==> src/rtl/display_pkg.sv <==
// display_pkg: segment type, dark pattern and hex-to-segment decode shared by the display blocks.
package display_pkg;
   typedef logic [6:0] seg_t;
   localparam seg_t SEG_OFF = 7'b0000000;
   function automatic seg_t hex_to_seg(input logic [3:0] nib);
      case (nib)
         4'h0: return 7'b1111110;
         4'h1: return 7'b0110000;
         4'h2: return 7'b1101101;
         4'h3: return 7'b1111001;
         4'h4: return 7'b0110011;
         4'h5: return 7'b1011011;
         4'h6: return 7'b1011111;
         4'h7: return 7'b1110000;
         4'h8: return 7'b1111111;
         4'h9: return 7'b1111011;
         4'hA: return 7'b1110111;
         4'hB: return 7'b0011111;
         4'hC: return 7'b1001110;
         4'hD: return 7'b0111101;
         4'hE: return 7'b1001111;
         default: return 7'b1000111;
      endcase
   endfunction
endpackage

==> src/rtl/seg7_hex_decoder.sv <==
// seg7_hex_decoder: combinational nibble to segment pattern (bit6=a .. bit0=g, 1 = lit).
module seg7_hex_decoder
   import display_pkg::*;
(
   input  logic [3:0] i_nibble,
   output seg_t       o_seg
);
   assign o_seg = hex_to_seg(i_nibble);
endmodule

==> src/rtl/display_mux_nd.sv <==
// display_mux_nd: N-digit multiplexed 7-segment driver with frame-aligned double-buffered loads.
// Define DISPLAY_LZB_EN to enable leading-zero blanking.
module display_mux_nd
   import display_pkg::*;
#(
   parameter int NUM_DIGITS = 8,
   parameter int CLK_DIV    = 50000
) (
   input  logic                    clk,
   input  logic                    reset,
   input  logic [4*NUM_DIGITS-1:0] data_in,
   input  logic [NUM_DIGITS-1:0]   dp_in,
   input  logic [NUM_DIGITS-1:0]   blank_in,
   input  logic                    load_valid,
   output logic                    load_ready,
   output logic [NUM_DIGITS-1:0]   anodo,
   output seg_t                    catodo,
   output logic                    dp_out,
   output logic                    frame_tick
);
   localparam int CW = $clog2(CLK_DIV);
   localparam int IW = $clog2(NUM_DIGITS);
   logic [CW-1:0]           r_cnt;
   logic [IW-1:0]           r_idx;
   logic                    r_wrap_d, r_frame, r_pend_full;
   logic [4*NUM_DIGITS-1:0] r_pend_data, r_act_data;
   logic [NUM_DIGITS-1:0]   r_pend_dp, r_pend_blank, r_act_dp, r_act_blank, r_an;
   seg_t                    r_cat;
   logic                    r_dp;
   logic                    w_slot, w_wrap, w_dp, w_dark;
   logic [3:0]              w_nib;
   seg_t                    w_seg;
   assign w_slot = r_cnt == CW'(CLK_DIV - 1);
   assign w_wrap = w_slot && r_idx == IW'(NUM_DIGITS - 1);
   assign w_nib  = r_act_data[{r_idx, 2'b00} +: 4];
   assign w_dp   = r_act_dp[r_idx];
`ifdef DISPLAY_LZB_EN
   // Dark when this digit and every digit above it are zero; digit 0 and lit dp stay visible.
   assign w_dark = r_act_blank[r_idx] ||
                   ((r_act_data >> {r_idx, 2'b00}) == '0 && r_idx != '0 && !w_dp);
`else
   assign w_dark = r_act_blank[r_idx];
`endif
   seg7_hex_decoder u_dec (.i_nibble(w_nib), .o_seg(w_seg));
   always_ff @(posedge clk or negedge reset) begin
      if (!reset) begin
         r_cnt        <= '0;
         r_idx        <= '0;
         r_wrap_d     <= 1'b0;
         r_frame      <= 1'b0;
         r_pend_full  <= 1'b0;
         r_pend_data  <= '0;
         r_pend_dp    <= '0;
         r_pend_blank <= '0;
         r_act_data   <= '0;
         r_act_dp     <= '0;
         r_act_blank  <= '0;
         r_an         <= '1;
         r_cat        <= SEG_OFF;
         r_dp         <= 1'b0;
      end else begin
         r_cnt    <= w_slot ? '0 : r_cnt + 1'b1;
         r_idx    <= w_wrap ? '0 : w_slot ? r_idx + 1'b1 : r_idx;
         r_wrap_d <= w_wrap;
         r_frame  <= r_wrap_d;
         // Commit happens at the wrap edge so the first digit-0 output already uses new data.
         if (w_wrap && r_pend_full) begin
            r_act_data  <= r_pend_data;
            r_act_dp    <= r_pend_dp;
            r_act_blank <= r_pend_blank;
            r_pend_full <= 1'b0;
         end else if (load_valid && !r_pend_full) begin
            r_pend_data  <= data_in;
            r_pend_dp    <= dp_in;
            r_pend_blank <= blank_in;
            r_pend_full  <= 1'b1;
         end
         r_an  <= w_dark ? '1 : ~(NUM_DIGITS'(1) << r_idx);
         r_cat <= w_dark ? SEG_OFF : w_seg;
         r_dp  <= !w_dark && w_dp;
      end
   end
   assign load_ready = !r_pend_full;
   assign anodo      = r_an;
   assign catodo     = r_cat;
   assign dp_out     = r_dp;
   assign frame_tick = r_frame;
endmodule

==> config.mk <==
export PLATFORM = sky130hd
export DESIGN_NAME = display_mux_nd
export DESIGN_NICKNAME = d
export VERILOG_FILES = /design/src/rtl/display_pkg.sv /design/src/rtl/seg7_hex_decoder.sv /design/src/rtl/display_mux_nd.sv
export SDC_FILE = /design/constraint.sdc
export NUM_CORES = 1
export LEC_CHECK = 0
export CAP_MARGIN = 5
export CORE_MARGIN = 3
export CORE_UTILIZATION = 57
export DETAILED_ROUTE_END_ITERATION = 10
export DONT_BUFFER_PORTS = 1
export PLACE_DENSITY = 0.71
export SYNTH_ARGS = -nofsm -noshare
export SYNTH_HDL_FRONTEND = slang
export SYNTH_SLANG_ARGS = --single-unit
==> constraint.sdc <==
create_clock -name clk -period 2.4 [get_ports clk]
set_input_delay 0.48 -clock clk [delete_from_list [all_inputs] [get_ports clk]]
set_output_delay 0.48 -clock clk [all_outputs]
set_load 0.1 [all_outputs]
-- Word-level counts from Yosys, hierarchy flattened
Memories as Yosys holds them, arrays and structs flattened.
Index checks and enable logic that the tools add are counted.
- register bits after elaboration: 134
- latch bits: 0
- bits in writable memories: 0
- bits in read-only memories: 112
- input bits: 51
- output and inout port bits: 18
- logic and storage cells: 44
- memories: 1
- add/subtract/negate cells: 2
- multiply operators: 0
- divide/modulo/power cells: 0
- order comparisons: 1
- equality and inequality tests: 2
- shift operators: 2
- muxes and demuxes: 11
- bitwise operators: 2
- reduce and logical (&&, ||, !) cells: 9
- memories (memory ; words ; bits a word ; rd ports ; clocked after memory_dff ; wr ports ; RTL line ; text):
    (no name shown) ; 16 ; 7 ; 1 ; 0 ; 0 ; display_pkg.sv:6 ; case (nib)
- operators by type and width (kind ; count):
    32-bit by 6-bit variable part select with 4-bit output ; 1
    16-bit by 1-bit adder with 16-bit output (second input constant) ; 1
    16-bit == test (second input constant) ; 1
    16-bit two-way mux ; 1
    8-bit two-way mux ; 1
    8-bit NOT ; 1
    1-bit by 3-bit << shifter with 8-bit output (first input constant) ; 1
    7-bit two-way mux ; 1
    1-bit binary-select mux with 3-bit select ; 2
    3-bit two-way mux ; 2
    1-bit logical AND ; 4
    3-bit by 4-bit < comparator with 1-bit output (second input constant) ; 1
    1-bit two-way mux ; 4
    2-bit nonzero test ; 2
    3-bit by 1-bit adder with 3-bit output (second input constant) ; 1
    3-bit == test (second input constant) ; 1
    1-bit zero test ; 2
    2-bit AND reduction ; 1
    1-bit NOT ; 1

-- Logic depth before layout (Yosys ltp)
Gate-level depths: netlist of the first run.
- word-level depth: 5
- mapped depth: 9
- gate-level depth less buffers: 7

-- By module
A second synthesis of the first run with hierarchy kept.
- cells, all modules: 402
- area total of the unflattened synthesis: 5809.3 um^2
- by module, submodules not included (module ; instances ; cells an instance ; area an instance (um^2) ; sequential area each (um^2)):
    display_mux_nd ; 1 ; 369 ; 5521.5 ; 3363.2
    seg7_hex_decoder ; 1 ; 33 ; 287.8 ; 0.0

-- Least setup slack after synthesis of the first run
Ideal clock, no wire load.
- kind: register to register
- from: register r_idx[0]
- to: register r_cat[0], in the netlist catodo[0]
- library setup time: 0.065 ns
- arrival time: 2.531 ns
- required time: 2.335 ns
- path slack: -0.196 ns
- cell stages (with the launch flop): 10
- path buffers: 2
- period minus slack after synthesis: 2.596 ns
- cell sequence: dfrtp_1 buf_2 buf_2 mux4_2 mux2i_1 inv_1 ha_1 and2_1 a21oi_1 o221a_2
- longest elaborated chain between the ends: 3
- elaborated cells between the ends (all ways): 5
- classes of those cells: shift (1); mux (3); memory (1)
- RTL lines (element ; RTL line ; text):
    start, declared ; display_mux_nd.sv:24 ; logic [IW-1:0] r_idx;
    start signal, assigned ; display_mux_nd.sv:63 ; r_idx <= w_wrap ? '0 : w_slot ? r_idx + 1'b1 : r_idx;
    32-bit by 6-bit variable part select with 4-bit output / 1-bit binary-select mux with 3-bit select (equally long branches) ; display_mux_nd.sv:35, display_mux_nd.sv:42 ;
    memory read 16 x 7 bit / 1-bit two-way mux (equally long branches) ; n/a ;
    7-bit two-way mux * ; display_mux_nd.sv:79 ; r_cat <= w_dark ? SEG_OFF : w_seg;
    end signal, assigned ; display_mux_nd.sv:79 ;
    end, declared ; display_mux_nd.sv:28 ; seg_t r_cat;
Every way passes the cells marked *; elsewhere a longest branch is shown, timed or not. The select of a mux whose other input is x is not followed.
A chain may end at the register's enable or synchronous reset.

-- Worst setup path after layout of the first run
- from: register r_cnt[4]
- to: register r_act_data[10]
- longest elaborated chain between the ends: 3
- RTL lines (element ; RTL line ; text):
    start, declared ; display_mux_nd.sv:23 ; logic [CW-1:0] r_cnt;
    start signal, assigned ; display_mux_nd.sv:62 ; r_cnt <= w_slot ? '0 : r_cnt + 1'b1;
    16-bit == test ; display_mux_nd.sv:33 ; assign w_slot = r_cnt == CW'(CLK_DIV - 1);
    1-bit logical AND ; display_mux_nd.sv:34 ; assign w_wrap = w_slot && r_idx == IW'(NUM_DIGITS - 1);
    1-bit logical AND ; display_mux_nd.sv:67 ; if (w_wrap && r_pend_full) begin
    end signal, assigned ; display_mux_nd.sv:68 ; r_act_data <= r_pend_data;
    end, declared ; display_mux_nd.sv:26 ; logic [4*NUM_DIGITS-1:0] r_pend_data, r_act_data;
Every way passes these cells.

==> results of run 1 <==
## per-layer routing
layer | wire, µm | track usage
met2 | 5357 | 0.3425
met4 | 141 | 0.08493
met3 | 449 | 0.05464
met1 | 4474 | 0.2543
met5 | 7 | 0
## area by class of cell
class	instances	area, µm²	area share
Multi-Input combinational cell	246	2297	0.3434
Inverter	7	26.28	0.003927
Timing Repair Buffer	21	186.4	0.02787
Tap cell	133	166.4	0.02487
Sequential cell	134	3363	0.5027
Clock buffer	18	427.9	0.06396
Clock inverter	14	222.7	0.03329
## worst paths after layout
kind | slack, ps | startpoint | end | cells after the start
max | 130 | r_cnt[4] | r_act_data[10] | 5
max in group asynchronous | 2470 | reset | anodo[7] | 0
min in group clk | 90 | load_valid | r_pend_full | 2
max reg2reg | 130 | r_cnt[4] | r_act_data[10] | 5
min reg2reg | 360 | r_wrap_d | frame_tick | 0
min | -340 | reset | r_pend_blank[0] | 0
## cells in the mapped netlist (all sizes together)
library cell,instances
mux4,9
nand2b,1
nor2b,3
xnor2,7
ha,13
o21ai,5
dfstp,8
o21a,2
a2bb2oi,2
mux2i,6
inv,7
nor3,3
o221a,2
nand4,1
nor4,3
nor3b,1
and4,1
nand2,22
o211ai,2
or3,1
o311a,1
and3,3
nand3,11
a311oi,2
or4b,1
xor2,7
dfrtp,126
o31a,1
buf,14
nor2,22
and2,2
a21oi,6
a2bb2o,2
or2,1
clkbuf,2
mux2,103
## worst max-delay path: stages (launching register included)
cell	delay, ps
dfrtp_1	410
or4b_4	570
nor4_4	320
and3_2	270
buf_12	200
mux2_2	360
## repair_timing
| item | 4_1_cts | 5_1_grt |
|---|---|---|
| buffers inserted | 0 | 1 |
| gates resized for setup | 0 | 3 |
| endpoints found under the setup margin | 0 | 5 |
| endpoints found under the hold margin | 134 | 134 |
## report_power, final
group / switching (mW) / internal, mW
clock: 0.979 / 1.83
combinational: 0.0231 / 0.0683
sequential: 0.0522 / 2.36
## sequential cells by signal (all words and copies together), names as in the netlist, 3 cells and up
signal	cells
r_act_blank	8
r_idx	3
r_act_dp	8
r_cnt	16
anodo	8
catodo	7
r_pend_dp	8
r_act_data	32
r_pend_data	32
r_pend_blank	8
## cells by family (layout without fill, tap and decap cells)
kind of cell,count (synthesis),in the layout,synth area share
DFF,134,134,0.5850
muxes,118,118,0.2474
and+or+nand+nor,76,76,0.06507
AOI/OAI and AO/OA,25,25,0.03156
buffers and inverters,23,60,0.02133
xor gates and xnor gates,14,14,0.02133
adders and majority gates,13,13,0.02829
## metrics by stage
stage	power, mW	cells	utilization
after floorplan	2.505	403	-
after global placement	2.529	540	0.6155
after detailed placement	2.538	540	0.6155
after CTS	5.361	572	0.6820
after global routing	5.481	573	0.6845
final	5.307	573	0.6845
==> reports/results.md, run 1 <==
| Quantity | This run | Unit |
| --- | --- | --- |
| Share of final-layout standard cells stronger than drive strength 1 | 0.3955 | - |
| Placed instance area | 0.006016 | mm² |
| Number of antenna repair diodes | 0 | - |
| Number of clock sinks | 134 | - |
| Count of yosys warnings during synthesis | 0 | - |
| Standard-cell rows | 36 | - |
| Height of the die | 106.4 | µm |
| Start-to-end type of the worst setup path | reg2reg | - |
| Routed vias | 3248 | - |
| Max frequency | 439.7 | MHz |
| Deepest clock path buffer count | 2 | - |
| Routed WL per cell | 18.20 | µm |
| Avg Inst Size Synth | 14.27 | µm² |
| Via count normalized by instance count | 5.668 | - |
| Antenna violations before repair | 1 | - |
| Pin count of the biggest net entering global routing | 135 | - |
| Antenna Violating Nets Remaining | 0 | - |
| Number of design rule violations left after detail routing | 0 | - |
| Core outline area | 0.009774 | mm² |
| Floorplan die width | 106.4 | µm |
| CTS H-tree depth | 4 | - |
| Routability cong. | 0.8048 | - |
| Post-Place Worst Slack | 81.84 | ps |
| Post-synth net total | 467 | - |
| Clock slew at the register clock pins of the worst setup and hold paths | 60 | ps |
| CTS Root Buffer Type | clkbuf_8 | - |
| Least-Margin Pin Slew | 733.0 | ps |
| Slew Limit Headroom | 0.5068 | - |
| Cell area after technology mapping | 0.005749 | mm² |
| Insertion delay of the later-clocked pin in the worst-skew pair | 520 | ps |
| VDD IR max | 0.7825 | mV |
| Share of the clock period used by the worst path after layout | 0.9477 | - |
| # port buffers | 0 | - |
| Violated checks | negative hold slack | - |
| Final hold vios | 134 | - |
| Data required time of the worst path | 2800 | ps |
| Run status | finished with violations | - |
| Sum of routed wire length over all layers | 10430 | µm |
| Total Die Area | 0.01133 | mm² |
| Estimated wirelength of the detail-placed design | 6981 | µm |
| Setup slack after layout | 125.5 | ps |
| Time the worst path needs with I/O delays and setup | 2275 | ps |
| Net total in the final layout | 491 | - |
| Category of the worst setup path launch point | register | - |
| Growth of design area from synthesis to finish | 16.37 | % |
| Number of global-route vias before repair | 3520 | - |
| Max capacitance violation total | 0 | - |
| Commonest non-fill, non-tap cells in the layout | 126 x dfrtp_1, 94 x mux2_2, 22 x nand2_1, 22 x nor2_1, 18 x buf_4 | - |
| Cells taking the most area after synthesis | dfrtp_1 55%, mux2_2 18%, dfstp_2 3.7% | - |
| Number of distinct standard cells referenced by the synthesized netlist | 43 | - |
| Number of standard cells after synthesis | 403 | - |
| CTS tree | done | - |
| Sequential share of the synthesized area | 0.5850 | - |
| Critical Path Sink Type | register | - |
| Total global routing overflow | 0 | - |
| Clock Skews | 8.535 | ps |
| Commonest non-fill, non-tap cell in the layout | dfrtp_1 | - |
| Yosys reg bits | 134 | - |
| Sum Neg Setup Slack | 0 | ps |
| Post-route cell area | 0.006690 | mm² |
| Static leakage | 3.079 | nW |
| Number of buffers inserted during clock tree synthesis | 17 | - |
| Number of violations reported at the end of detailed-routing iteration 0 | 188 | - |
| Pins Over Slew Limit | 0 | - |
| Class of the tightest hold or removal check | in2async | - |
| Top Ports | 69 | - |
| GRT Util Overall | 0.2050 | - |
| Cell type contributing the most total cell area after synthesis | dfrtp_1 | - |
| First-pass DRT Iterations | 5 | - |
| Final setup violation count | 0 | - |
| Unrepaired setup endpoints after global routing | no | - |
| Global-route wire length before repair | 17820 | µm |
| Number of inserted filler cells in the final layout | 700 | - |
| Arr. time, crit path | 2680 | ps |
| Min Hold Slack | -344.5 | ps |
| Power per cell area | 793.3 | mW/mm² |
| Peak fanout along the critical path | 32 | - |
| Initial cell density of the core | 0.5882 | - |
| Share of the synthesized area in the top cell type | 0.5484 | - |
No activity file was read; power rests on OpenSTA's default activity.
==> run 2, diff against run 1 <==
--- a/config.mk
+++ b/config.mk
@@ -6,11 +6,11 @@
 export NUM_CORES = 1
 export LEC_CHECK = 0
 export CAP_MARGIN = 5
-export CORE_MARGIN = 3
-export CORE_UTILIZATION = 57
+export CORE_UTILIZATION = 63
 export DETAILED_ROUTE_END_ITERATION = 10
 export DONT_BUFFER_PORTS = 1
-export PLACE_DENSITY = 0.71
+export PLACE_DENSITY = 0.75
+export SLEW_MARGIN = 10
 export SYNTH_ARGS = -nofsm -noshare
 export SYNTH_HDL_FRONTEND = slang
 export SYNTH_SLANG_ARGS = --single-unit
==> constraint.sdc (replaced) <==
create_clock -name clk -period 2.2 [get_ports clk]
set_input_delay 0.44 -clock clk [delete_from_list [all_inputs] [get_ports clk]]
set_output_delay 0.44 -clock clk [all_outputs]
set_load 0.1 [all_outputs]
==> reports/results.md, run 2 (synthesis gave the netlist of run 1 again) <==
| Quantity | This run | Unit |
| --- | --- | --- |
| Run status | finished with violations | - |
| Violated checks | negative hold slack | - |
| Seq pwr share | 0.468 | - |
| Pins Over Slew Limit | 0 | - |
| Initial cell density of the core | 0.6561 | - |
| Number of clock sinks | 134 | - |
| Commonest non-fill, non-tap cells in the layout | 126 x dfrtp_1, 94 x mux2_2, 23 x buf_4 | - |
| Final hold vios | 134 | - |
| Via count normalized by instance count | 5.780 | - |
| Floorplan die width | 97.53 | µm |
| Sum Neg Setup Slack | 0 | ps |
| Critical Path Sink Type | register | - |
| Final core utilization | 0.7647 | - |
| Registers with the most flip-flops | r_act_data (32), r_pend_data (32), r_cnt (16) | - |
| Worst path top cell family by delay | multiplexers | - |
| First-pass DRT Iterations | 4 | - |
| VDD IR max | 0.5354 | mV |
| Number of inserted filler cells in the final layout | 534 | - |
| Estimated wirelength of the detail-placed design | 6513 | µm |
| Total global routing overflow | 0 | - |
| Peak fanout along the critical path | 4 | - |
| Critical-path top delay cell | mux4_2 | - |
| Launch point of the worst path | r_idx[0] | - |
| Max capacitance violation total | 0 | - |
| Clock slew at the register clock pins of the worst setup and hold paths | 60 | ps |
| Cell Chain, Critical Path | buf_6 > mux4_2 > mux2i_4 > inv_2 > buf_4 > ha_1 > o21ai_0 > nand3_1 > a21oi_1 | - |
| Standard-cell rows | 34 | - |
| Pin count of the biggest net entering global routing | 135 | - |
| Clock Skews | 10.85 | ps |
| Routability cong. | 0.7902 | - |
| Share of the clock period used by the worst path after layout | 0.9729 | - |
| Slowest cell delay on critical path | 520 | ps |
| Min Hold Slack | -384.0 | ps |
| Number of global-route vias before repair | 3380 | - |
| Routed vias | 3208 | - |
| Number of violations reported at the end of detailed-routing iteration 0 | 197 | - |
| Sum of routed wire length over all layers | 9913 | µm |
| Net switching power | 1.205 | mW |
| Critical register-to-register path startpoint | r_idx[0] | - |
| CTS tree | done | - |
| Static leakage | 3.092 | nW |
| Share of power burned in combinational logic | 0.017 | - |
| Total Die Area | 0.009512 | mm² |
| Growth of design area from synthesis to finish | 16.56 | % |
| Core outline area | 0.008763 | mm² |
| Class of the tightest hold or removal check | in2async | - |
| Clock group share of total power | 0.515 | - |
| Routed WL per cell | 17.86 | µm |
| P_int | 4.408 | mW |
| Height of the die | 97.53 | µm |
| Unrepaired setup endpoints after global routing | yes | - |
| Top Ports | 69 | - |
| Number of antenna repair diodes | 0 | - |
| Sum of buffers and inverters on the critical path | 3 | - |
| # port buffers | 0 | - |
| Max frequency | 467.2 | MHz |
| Number of design rule violations left after detail routing | 0 | - |
| Share of final-layout standard cells stronger than drive strength 1 | 0.4139 | - |
| Power per cell area | 837.6 | mW/mm² |
| Switching part of the total | 0.2147 | - |
| Start-to-end type of the worst setup path | reg2reg | - |
| Data required time of the worst path | 2640 | ps |
| CTS H-tree depth | 4 | - |
| Slew Limit Headroom | 0.5643 | - |
| Commonest non-fill, non-tap cell in the layout | dfrtp_1 | - |
| Least-Margin Pin Slew | 647.6 | ps |
| Insertion delay of the later-clocked pin in the worst-skew pair | 520 | ps |
| Antenna Violating Nets Remaining | 0 | - |
| Category of the worst setup path launch point | register | - |
| Final setup violation count | 0 | - |
| Arr. time, crit path | 2580 | ps |
| Deepest clock path buffer count | 2 | - |
| GRT Util Overall | 0.2304 | - |
| Overall power | 5.613 | mW |
| Number of buffers inserted during clock tree synthesis | 17 | - |
| Net total in the final layout | 498 | - |
| Antenna violations before repair | 0 | - |
| CTS Root Buffer Type | clkbuf_8 | - |
| Time the worst path needs with I/O delays and setup | 2140 | ps |
| Global-route wire length before repair | 16760 | µm |
-- run 2: worst paths after layout --
kind                                       end  slack (ps)  depth (start not counted)
worst max-delay path                 catodo[3]          60                          9
max in group asynchronous             anodo[7]        2390                          0
worst min-delay path            r_act_blank[0]        -380                          0
min in group clk                   r_pend_full          60                          2
worst min register to register      frame_tick         360                          0
worst max register to register       catodo[3]          60                          9
-- run 2: cell type report --
| type | instances | area [µm²] | area share |
|---|---|---|---|
| sequential | 134 | 3363 | 0.5019 |
| clock buffer | 18 | 417.9 | 0.06236 |
| inverter | 7 | 26.28 | 0.003921 |
| timing repair buffer | 28 | 255.2 | 0.03809 |
| clock inverter | 14 | 188.9 | 0.02819 |
| multi-input combinational | 246 | 2315 | 0.3454 |
| tap | 108 | 135.1 | 0.02016 |
-- run 2: metrics by stage --
| stage | hold WS, ps | worst slack [ps] | instances | cell area, µm² |
|---|---|---|---|---|
| 2_1_floorplan | 144.4 | 1.333 | 403 | 5787 |
| 3_3_place_gp | 147.2 | 71.39 | 518 | 6028 |
| 4_1_cts | -413.4 | 32.87 | 551 | 6651 |
| 3_5_place_dp | 148.2 | 4.440 | 518 | 6028 |
| 6_report | -384.0 | 59.66 | 555 | 6701 |
| 5_1_grt | -411.0 | -44.25 | 555 | 6701 |
-- run 2: power groups by stage --
stage,registers [mW],logic (mW),clock network [mW]
floorplan,2.64,0.0897,0
global placement,2.66,0.0931,0
detailed placement,2.67,0.0994,0
CTS,2.63,0.100,2.95
global route,2.64,0.109,3.03
finish,2.62,0.0979,2.89
-- run 2: layer usage --
layer	part of all wire	vias up	GRT usage
li1	-	1499	-
met1	0.43	1615	0.3007
met2	0.50	83	0.3701
met3	0.052	11	0.06259
met4	0.013	0	0.09050
met5	0	-	0
-- run 2: timing repair --
| action | 4_1_cts | 5_1_grt |
|---|---|---|
| setup endpoints to repair | 3 | 53 |
| hold endpoints to repair | 134 | 134 |
| gates resized for setup | 1 | 5 |
| buffers inserted | 1 | 4 |
| pin swaps | 0 | 1 |
| gates cloned | 0 | 0 |
